[src/rtl/mc_ctrl.sv]
// mc_ctrl: multi-cycle instruction control FSM (FETCH/DECODE/EXEC/MEM/WB/HALT).
// Fetches an instruction word, registers its decode fields, resolves branches,
// sequences a single load/store handshake with a timeout, and commits in WB.
//
// Optional build macro: CTRL_ILLEGAL_TRAP_EN
//   defined   -> unlisted opcodes set illegal and halt after EXEC
//   undefined -> unlisted opcodes retire as NOPs, illegal stays 0
//
// Ports:
//   clk, rst_n                 clock (rising edge), synchronous active-low reset
//   ifu_req / ifu_ack / inst   instruction fetch handshake and instruction word
//   rs1_val / rs2_val          register operands for the latched instruction
//   lsu_req / lsu_we / lsu_ack memory access handshake
//   alu_src .. word_op         registered decode fields
//   reg_w / pc_we              one-cycle commit strobes in WB
//   busy / halted / illegal / mem_err / instret   status
module mc_ctrl #(
  parameter int unsigned XLEN        = 64,
  parameter int unsigned MEM_TIMEOUT = 255,
  parameter int unsigned CNT_W       = 32
) (
  input  logic             clk,
  input  logic             rst_n,
  output logic             ifu_req,
  input  logic             ifu_ack,
  input  logic [31:0]      inst,
  input  logic [XLEN-1:0]  rs1_val,
  input  logic [XLEN-1:0]  rs2_val,
  output logic             lsu_req,
  output logic             lsu_we,
  input  logic             lsu_ack,
  output logic             alu_src,
  output logic             mem2reg,
  output logic             spc2reg,
  output logic             mem_r,
  output logic             mem_w,
  output logic [1:0]       alu_op,
  output logic [1:0]       has_funct,
  output logic             jump,
  output logic             pc2imm,
  output logic             word_op,
  output logic             reg_w,
  output logic             pc_we,
  output logic             busy,
  output logic             halted,
  output logic             illegal,
  output logic             mem_err,
  output logic [CNT_W-1:0] instret
);

  localparam int unsigned WAIT_W = (MEM_TIMEOUT < 1) ? 1 : $clog2(MEM_TIMEOUT + 1);

  localparam logic [2:0] S_FETCH  = 3'd0;
  localparam logic [2:0] S_DECODE = 3'd1;
  localparam logic [2:0] S_EXEC   = 3'd2;
  localparam logic [2:0] S_MEM    = 3'd3;
  localparam logic [2:0] S_WB     = 3'd4;
  localparam logic [2:0] S_HALT   = 3'd5;

  localparam logic [6:0] OP_LOAD   = 7'b0000011;
  localparam logic [6:0] OP_STORE  = 7'b0100011;
  localparam logic [6:0] OP_IMM    = 7'b0010011;
  localparam logic [6:0] OP_REG    = 7'b0110011;
  localparam logic [6:0] OP_AUIPC  = 7'b0010111;
  localparam logic [6:0] OP_JAL    = 7'b1101111;
  localparam logic [6:0] OP_JALR   = 7'b1100111;
  localparam logic [6:0] OP_REG32  = 7'b0111011;
  localparam logic [6:0] OP_IMM32  = 7'b0011011;
  localparam logic [6:0] OP_BRANCH = 7'b1100011;
  localparam logic [6:0] OP_SYSTEM = 7'b1110011;

  localparam logic [31:0] EBREAK = 32'h0010_0073;

  // Decode bundle; wr_rd is internal and qualifies reg_w in WB.
  typedef struct packed {
    logic       alu_src;
    logic       mem2reg;
    logic       spc2reg;
    logic       mem_r;
    logic       mem_w;
    logic [1:0] alu_op;
    logic [1:0] has_funct;
    logic       jump;
    logic       pc2imm;
    logic       word_op;
    logic       wr_rd;
  } dec_t;

  logic [2:0]        state_q,   state_d;
  logic [31:0]       ir_q,      ir_d;
  dec_t              dec_q,     dec_d;
  logic [WAIT_W-1:0] wait_q,    wait_d;
  logic [CNT_W-1:0]  instret_q, instret_d;
  logic              ifu_req_q, ifu_req_d;
  logic              lsu_req_q, lsu_req_d;
  logic              lsu_we_q,  lsu_we_d;
  logic              reg_w_q,   reg_w_d;
  logic              pc_we_q,   pc_we_d;
  logic              busy_q,    busy_d;
  logic              halted_q,  halted_d;
  logic              illegal_q, illegal_d;
  logic              mem_err_q, mem_err_d;

  dec_t              dec_c;
  logic              known_c;
  logic              br_taken_c;

  // Opcode to decode fields.
  always_comb begin
    dec_c   = '0;
    known_c = 1'b1;
    case (ir_q[6:0])
      OP_LOAD:   begin dec_c.alu_src = 1'b1; dec_c.mem2reg = 1'b1; dec_c.mem_r = 1'b1; dec_c.wr_rd = 1'b1; end
      OP_STORE:  begin dec_c.alu_src = 1'b1; dec_c.mem_w = 1'b1; end
      OP_IMM:    begin dec_c.alu_src = 1'b1; dec_c.has_funct = 2'b01; dec_c.wr_rd = 1'b1; end
      OP_REG:    begin dec_c.alu_op = 2'b10; dec_c.has_funct = 2'b11; dec_c.wr_rd = 1'b1; end
      OP_AUIPC:  begin dec_c.alu_src = 1'b1; dec_c.pc2imm = 1'b1; dec_c.wr_rd = 1'b1; end
      OP_JAL:    begin dec_c.spc2reg = 1'b1; dec_c.jump = 1'b1; dec_c.pc2imm = 1'b1; dec_c.wr_rd = 1'b1; end
      OP_JALR:   begin dec_c.spc2reg = 1'b1; dec_c.jump = 1'b1; dec_c.alu_src = 1'b1; dec_c.wr_rd = 1'b1; end
      OP_REG32:  begin dec_c.alu_op = 2'b10; dec_c.has_funct = 2'b11; dec_c.word_op = 1'b1; dec_c.wr_rd = 1'b1; end
      OP_IMM32:  begin dec_c.alu_src = 1'b1; dec_c.has_funct = 2'b01; dec_c.word_op = 1'b1; dec_c.wr_rd = 1'b1; end
      OP_BRANCH: begin dec_c.alu_op = 2'b01; end
      OP_SYSTEM: begin dec_c = '0; end
      default:   begin known_c = 1'b0; end
    endcase
  end

  // Full-width branch compare on funct3.
  always_comb begin
    br_taken_c = 1'b0;
    case (ir_q[14:12])
      3'b000:  br_taken_c = (rs1_val == rs2_val);
      3'b001:  br_taken_c = (rs1_val != rs2_val);
      3'b100:  br_taken_c = ($signed(rs1_val) <  $signed(rs2_val));
      3'b101:  br_taken_c = ($signed(rs1_val) >= $signed(rs2_val));
      3'b110:  br_taken_c = (rs1_val <  rs2_val);
      3'b111:  br_taken_c = (rs1_val >= rs2_val);
      default: br_taken_c = 1'b0;
    endcase
  end

  // Next state plus next values of every registered output.
  always_comb begin
    state_d   = state_q;
    ir_d      = ir_q;
    dec_d     = dec_q;
    wait_d    = wait_q;
    instret_d = instret_q;
    illegal_d = illegal_q;
    mem_err_d = mem_err_q;

    case (state_q)
      S_FETCH: begin
        if (ifu_ack) begin
          ir_d    = inst;
          state_d = S_DECODE;
        end
      end
      S_DECODE: begin
        dec_d   = dec_c;
`ifdef CTRL_ILLEGAL_TRAP_EN
        if (!known_c) illegal_d = 1'b1;
`endif
        state_d = S_EXEC;
      end
      S_EXEC: begin
        if (ir_q[6:0] == OP_BRANCH) dec_d.jump = br_taken_c;
        if (illegal_q || ir_q == EBREAK) begin
          state_d = S_HALT;
        end else if (dec_q.mem_r || dec_q.mem_w) begin
          wait_d  = '0;
          state_d = S_MEM;
        end else begin
          state_d = S_WB;
        end
      end
      S_MEM: begin
        // An ack on the final allowed cycle still commits.
        if (lsu_ack) begin
          state_d = S_WB;
        end else if (wait_q == WAIT_W'(MEM_TIMEOUT - 1)) begin
          mem_err_d = 1'b1;
          state_d   = S_HALT;
        end else begin
          wait_d = wait_q + WAIT_W'(1);
        end
      end
      S_WB:    state_d = S_FETCH;
      S_HALT:  state_d = S_HALT;
      default: state_d = S_FETCH;
    endcase

    if (state_d == S_FETCH || state_d == S_HALT) dec_d = '0;

    ifu_req_d = (state_d == S_FETCH);
    lsu_req_d = (state_d == S_MEM);
    lsu_we_d  = (state_d == S_MEM) && dec_d.mem_w;
    pc_we_d   = (state_d == S_WB);
    reg_w_d   = (state_d == S_WB) && dec_d.wr_rd;
    halted_d  = (state_d == S_HALT);
    busy_d    = (state_d != S_HALT);
    if (state_d == S_WB) instret_d = instret_q + CNT_W'(1);
  end

  // State and output registers.
  always_ff @(posedge clk) begin
    if (!rst_n) begin
      state_q   <= S_FETCH;
      ir_q      <= '0;
      dec_q     <= '0;
      wait_q    <= '0;
      instret_q <= '0;
      ifu_req_q <= 1'b1;
      lsu_req_q <= 1'b0;
      lsu_we_q  <= 1'b0;
      reg_w_q   <= 1'b0;
      pc_we_q   <= 1'b0;
      busy_q    <= 1'b1;
      halted_q  <= 1'b0;
      illegal_q <= 1'b0;
      mem_err_q <= 1'b0;
    end else begin
      state_q   <= state_d;
      ir_q      <= ir_d;
      dec_q     <= dec_d;
      wait_q    <= wait_d;
      instret_q <= instret_d;
      ifu_req_q <= ifu_req_d;
      lsu_req_q <= lsu_req_d;
      lsu_we_q  <= lsu_we_d;
      reg_w_q   <= reg_w_d;
      pc_we_q   <= pc_we_d;
      busy_q    <= busy_d;
      halted_q  <= halted_d;
      illegal_q <= illegal_d;
      mem_err_q <= mem_err_d;
    end
  end

  assign ifu_req   = ifu_req_q;
  assign lsu_req   = lsu_req_q;
  assign lsu_we    = lsu_we_q;
  assign alu_src   = dec_q.alu_src;
  assign mem2reg   = dec_q.mem2reg;
  assign spc2reg   = dec_q.spc2reg;
  assign mem_r     = dec_q.mem_r;
  assign mem_w     = dec_q.mem_w;
  assign alu_op    = dec_q.alu_op;
  assign has_funct = dec_q.has_funct;
  assign jump      = dec_q.jump;
  assign pc2imm    = dec_q.pc2imm;
  assign word_op   = dec_q.word_op;
  assign reg_w     = reg_w_q;
  assign pc_we     = pc_we_q;
  assign busy      = busy_q;
  assign halted    = halted_q;
  assign illegal   = illegal_q;
  assign mem_err   = mem_err_q;
  assign instret   = instret_q;

endmodule

[config.mk]
export PLATFORM = sky130hd
export DESIGN_NAME = mc_ctrl
export DESIGN_NICKNAME = d
export VERILOG_FILES = /design/src/rtl/mc_ctrl.sv
export SDC_FILE = /design/constraint.sdc
export NUM_CORES = 1
export LEC_CHECK = 0
export CAP_MARGIN = 20
export CORE_UTILIZATION = 35
export DETAILED_ROUTE_END_ITERATION = 6
export PLACE_DENSITY = 0.66
export SLEW_MARGIN = 20
export SYNTH_ARGS = -nofsm -noshare
export SYNTH_HDL_FRONTEND = slang
export SYNTH_SLANG_ARGS = --single-unit
[constraint.sdc]
create_clock -name clk -period 5.35 [get_ports clk]
set_input_delay 0.8025 -clock clk [delete_from_list [all_inputs] [get_ports clk]]
set_output_delay 0.8025 -clock clk [all_outputs]
set_load 0.01 [all_outputs]
==> results.txt <==
After the first detailed-routing iteration, the DRC count stood at 177. The launching instance or port of the critical path was rs2_val[50]. Setup slack closes at 1.94 ns. In this run the number of H-tree levels came out at 3. Once detail routing completed, the nets flagged for antenna violations numbered 0. After clock tree synthesis, the clock-pin slew on the worst setup and hold paths is 0.06 ns.

The upper clock frequency limit is 293 MHz, and the clock latency on the worst-skew pair is 0.34 ns. The netlist uses 61 different library cells. Along the worst path, the maximum fanout reaches 5. The initialized floorplan defines 46 standard-cell rows. The detailed-route vias per instance works out to 4.77. The finished cells cover 8420 um2. After synthesis, flip-flops and latches occupy 32.7% of the total area. The wire-length estimate of the detail-placed layout is 12.8 mm. Counting flops and latches in the post-synthesis netlist gives 95. The worst reg2reg path depth is 8, and the top-level I/O count is 217. For this run, design rule violations remaining after detail routing come to 0. The core outline area is 16100 um2, and the count of flip-flops with a built-in enable after synthesis is 0.

Number of synthesis warnings: 0. The tools report the clock root buffer as clkbuf_16. Counting along the longest clock path gives a buffer depth of 2. Number of antenna violations at the first check in global routing: 1.

For the number of pins with negative max-slew slack in the final report, the log shows 0. The ratio of total power to cell area works out to 206 nW/um2. STA classifies the critical path endpoint as a register. The worst-margin pin slew came out at 0.774 ns. Before CTS, the worst setup slack after placement is 1.53 ns. The total nets after synthesis was 962. The logs give 15.9 mm for the total routed wirelength and 3.46 nW for the cell leakage power. The top cell type by area accounts for 32.7% of the synthesized area. The tools report the startpoint class of the critical path as an input port. The worst register-to-register path has a setup slack of 2.03 ns. The run gives 0 as the final count of hold timing violations. Input and output buffers added on the ports amount to 215. Once the floorplan was initialized, standard cells occupied 36.2% of the core. At the end of the flow, the number of nets in the layout was 1163. The mean post-synth cell area was 7.95 um2. Sorting the synthesized cells by area gives the leading types as dfxtp_1, ha_1, nand2_1, inv_1, a21boi_0. TritonCTS built the clock tree. The tools report the total iterations of the first detailed-routing run as 4. The flow ran to the end, and the final reports show no timing, DRC or antenna violations.

The fraction of registers with async set or reset after synthesis was 0%. The max-slew headroom at the worst pin is 47.9%. The arrival time reported for the critical path endpoint was 3.66 ns; the total CTS buffers was 9. After filler insertion, the fill cell instance count of the layout stands at 1532. The number of buffers added to fix hold violations after cts is 0, and the minimum clock period is 3.41 ns. The worst hold path belongs to the class reg2reg.

The most critical setup path has its endpoint at jump. The share of post-route cells with drive strength above 1 was 3.53%; the relative area change from synthesis to final layout was 44.9%. The floorplan step set the die width to 131 um. Once layout is complete, the utilization of the core stands at 52.4%.

The logs give 95 for the number of clock sinks seen by CTS and 8110 um2 for the placed standard-cell area. For the number of global-route vias before repair, the log shows 5153. Summed over all instances, the cell type with the most area after synthesis is dfxtp_1. For the maximum vdd ir drop, the log shows 0.000178 V. Setup repair after global routing left no endpoint under its margin. Overflow left after global routing: 0.

Entering global routing, the biggest net connects 71 pins. The first global-routing pass estimated 25.0 mm of wire. Startpoint of the worst-slack reg-to-reg timing path: ir_q[15].

In the synthesized netlist the dominant register cell turns out to be dfxtp_1. Across the routed clock network, the largest skew measured is 0.00848 ns. After routing, the total negative slack on setup checks comes to 0 ns. The logs give 0.00173 W for the total power and 731 for the number of standard cells after synthesis. Post-CTS setup-driven buffer insertion count: 0.

The overall die area was 17100 um2. The number of gates resized after cts came out at 0. The tool flagged a number of max-cap violations equal to 0.

The critical path start-end classification is in2reg. The final estimated routing congestion in global placement came out at 0.823. The aggregate global-route resource usage is 18.6%, and the post-route clock period utilization is 63.8%. For this block, the via count after detailed routing is 5499. The chip height came out at 131 um. At the worst endpoint, the required time is 5.60 ns. After detailed routing, the average wire length per cell comes to 13.8 um. Synthesized cell area: 5810 um2. The worst register-to-register path ends at instret[24].

For the setup-violating endpoint count in the final report, the log shows 0.
cells in the mapped netlist (4+ instances only):
| cell | n |
|---|---|
| nand4_1 | 23 |
| or2_2 | 4 |
| xor2_1 | 11 |
| and3_1 | 12 |
| ha_1 | 67 |
| nor3_1 | 14 |
| a21oi_1 | 45 |
| nand3_1 | 16 |
| nand2b_1 | 4 |
| o211ai_1 | 4 |
| a21boi_0 | 35 |
| or3_1 | 6 |
| o21ai_0 | 20 |
| nor2_1 | 42 |
| nand2_1 | 118 |
| buf_4 | 6 |
| and2_1 | 27 |
| clkbuf_1 | 18 |
| xnor2_1 | 21 |
| inv_1 | 74 |
| nor4_1 | 7 |
| nor2b_1 | 5 |
| dfxtp_1 | 95 |
| a211oi_1 | 6 |
placed cells by master (no fill, tap or decap), types with 3 or more instances in the layout:
master and count:
a211oi_1 6, a21boi_0 35, a21boi_1 3, a21oi_1 45
and2_1 27, and3_1 12, and4_1 3, clkbuf_16 9
clkdlybuf4s50_1 214, dfxtp_1 95, ha_1 67, inv_1 74
nand2_1 118, nand2b_1 4, nand3_1 16, nand4_1 23
nor2_1 41, nor2b_1 5, nor3_1 14, nor4_1 7
nor4b_1 3, o211ai_1 4, o21a_1 3, o21ai_0 20
or2_2 4, or3_1 6, or4_1 3, xnor2_1 21
xor2_1 11
state kept, by name, indices dropped and copies added (netlist names), 2 cells and up:
register / flops
instret: 32
ir_q: 32
wait_q: 8
state_q: 3
alu_op: 2
has_funct: 2
cells by family (layout without fill, tap and decap cells):
family	count (synthesis)	after routing	share of synthesized area, %
flip-flops	95	95	32.7
buffers and inverters	101	306	7.13
multiplexers	3	3	0.603
XOR/XNOR	32	32	4.82
AO/OA/AOI/OAI	132	132	14.5
AND/OR/NAND/NOR	300	300	25.7
other	1	3	0.0645
adder cells (fa/ha/maj)	67	67	14.4
critical path, cell delays in order:
cell             delay (ns)
clkdlybuf4s50_1        0.45
inv_1                  0.05
ha_1                   0.31
nand4_1                0.16
nor4bb_1               0.41
nand4_1                0.28
o21bai_1               0.24
a21oi_1                0.08
a2111oi_0              0.37
mux2i_1                0.13
o21a_1                 0.20
a211oi_1               0.19
metrics by stage:
stage,hold WS [ns],cells
6_report,0.454,1154
5_1_grt,0.478,1153
4_1_cts,0.457,1152
3_5_place_dp,0.448,1137
3_3_place_gp,0.443,1137
2_1_floorplan,0.437,731
worst min path at each step:
stage,start,end,slack [ns],cells after the start
after global routing,spc2reg,spc2reg,0.48,2
after floorplan,alu_op[0],alu_op[0],0.44,2
after detailed placement,spc2reg,spc2reg,0.45,2
after global placement,jump,jump,0.44,2
final,spc2reg,spc2reg,0.45,2
after CTS,spc2reg,spc2reg,0.46,2
power breakdown:
group	switching [W]	leakage, nW	internal [W]
registers	0.0000184	0.771	0.000730
clock network	0.000268	0.148	0.000387
logic	0.000141	2.54	0.000190
final cells by class:
class | count | area, um2 | area share (%)
inverters | 74 | 278 | 3.30
clock buffers | 11 | 253 | 3.00
multi-input cells | 535 | 3500 | 41.5
well taps | 216 | 270 | 3.21
diodes | 2 | 5.00 | 0.0594
flip-flops and latches | 95 | 1900 | 22.6
repair buffers | 217 | 2160 | 25.7
clock inverters | 4 | 55.1 | 0.654
layer usage:
metal	track usage, %	part of all wire, %	up-vias
li1	-	-	2882
met4	6.63	2.1	0
met5	0	0	-
met1	22.1	44	2448
met3	4.56	8.1	13
met2	32.4	46	156
No activity file was read; power rests on OpenSTA's default activity.
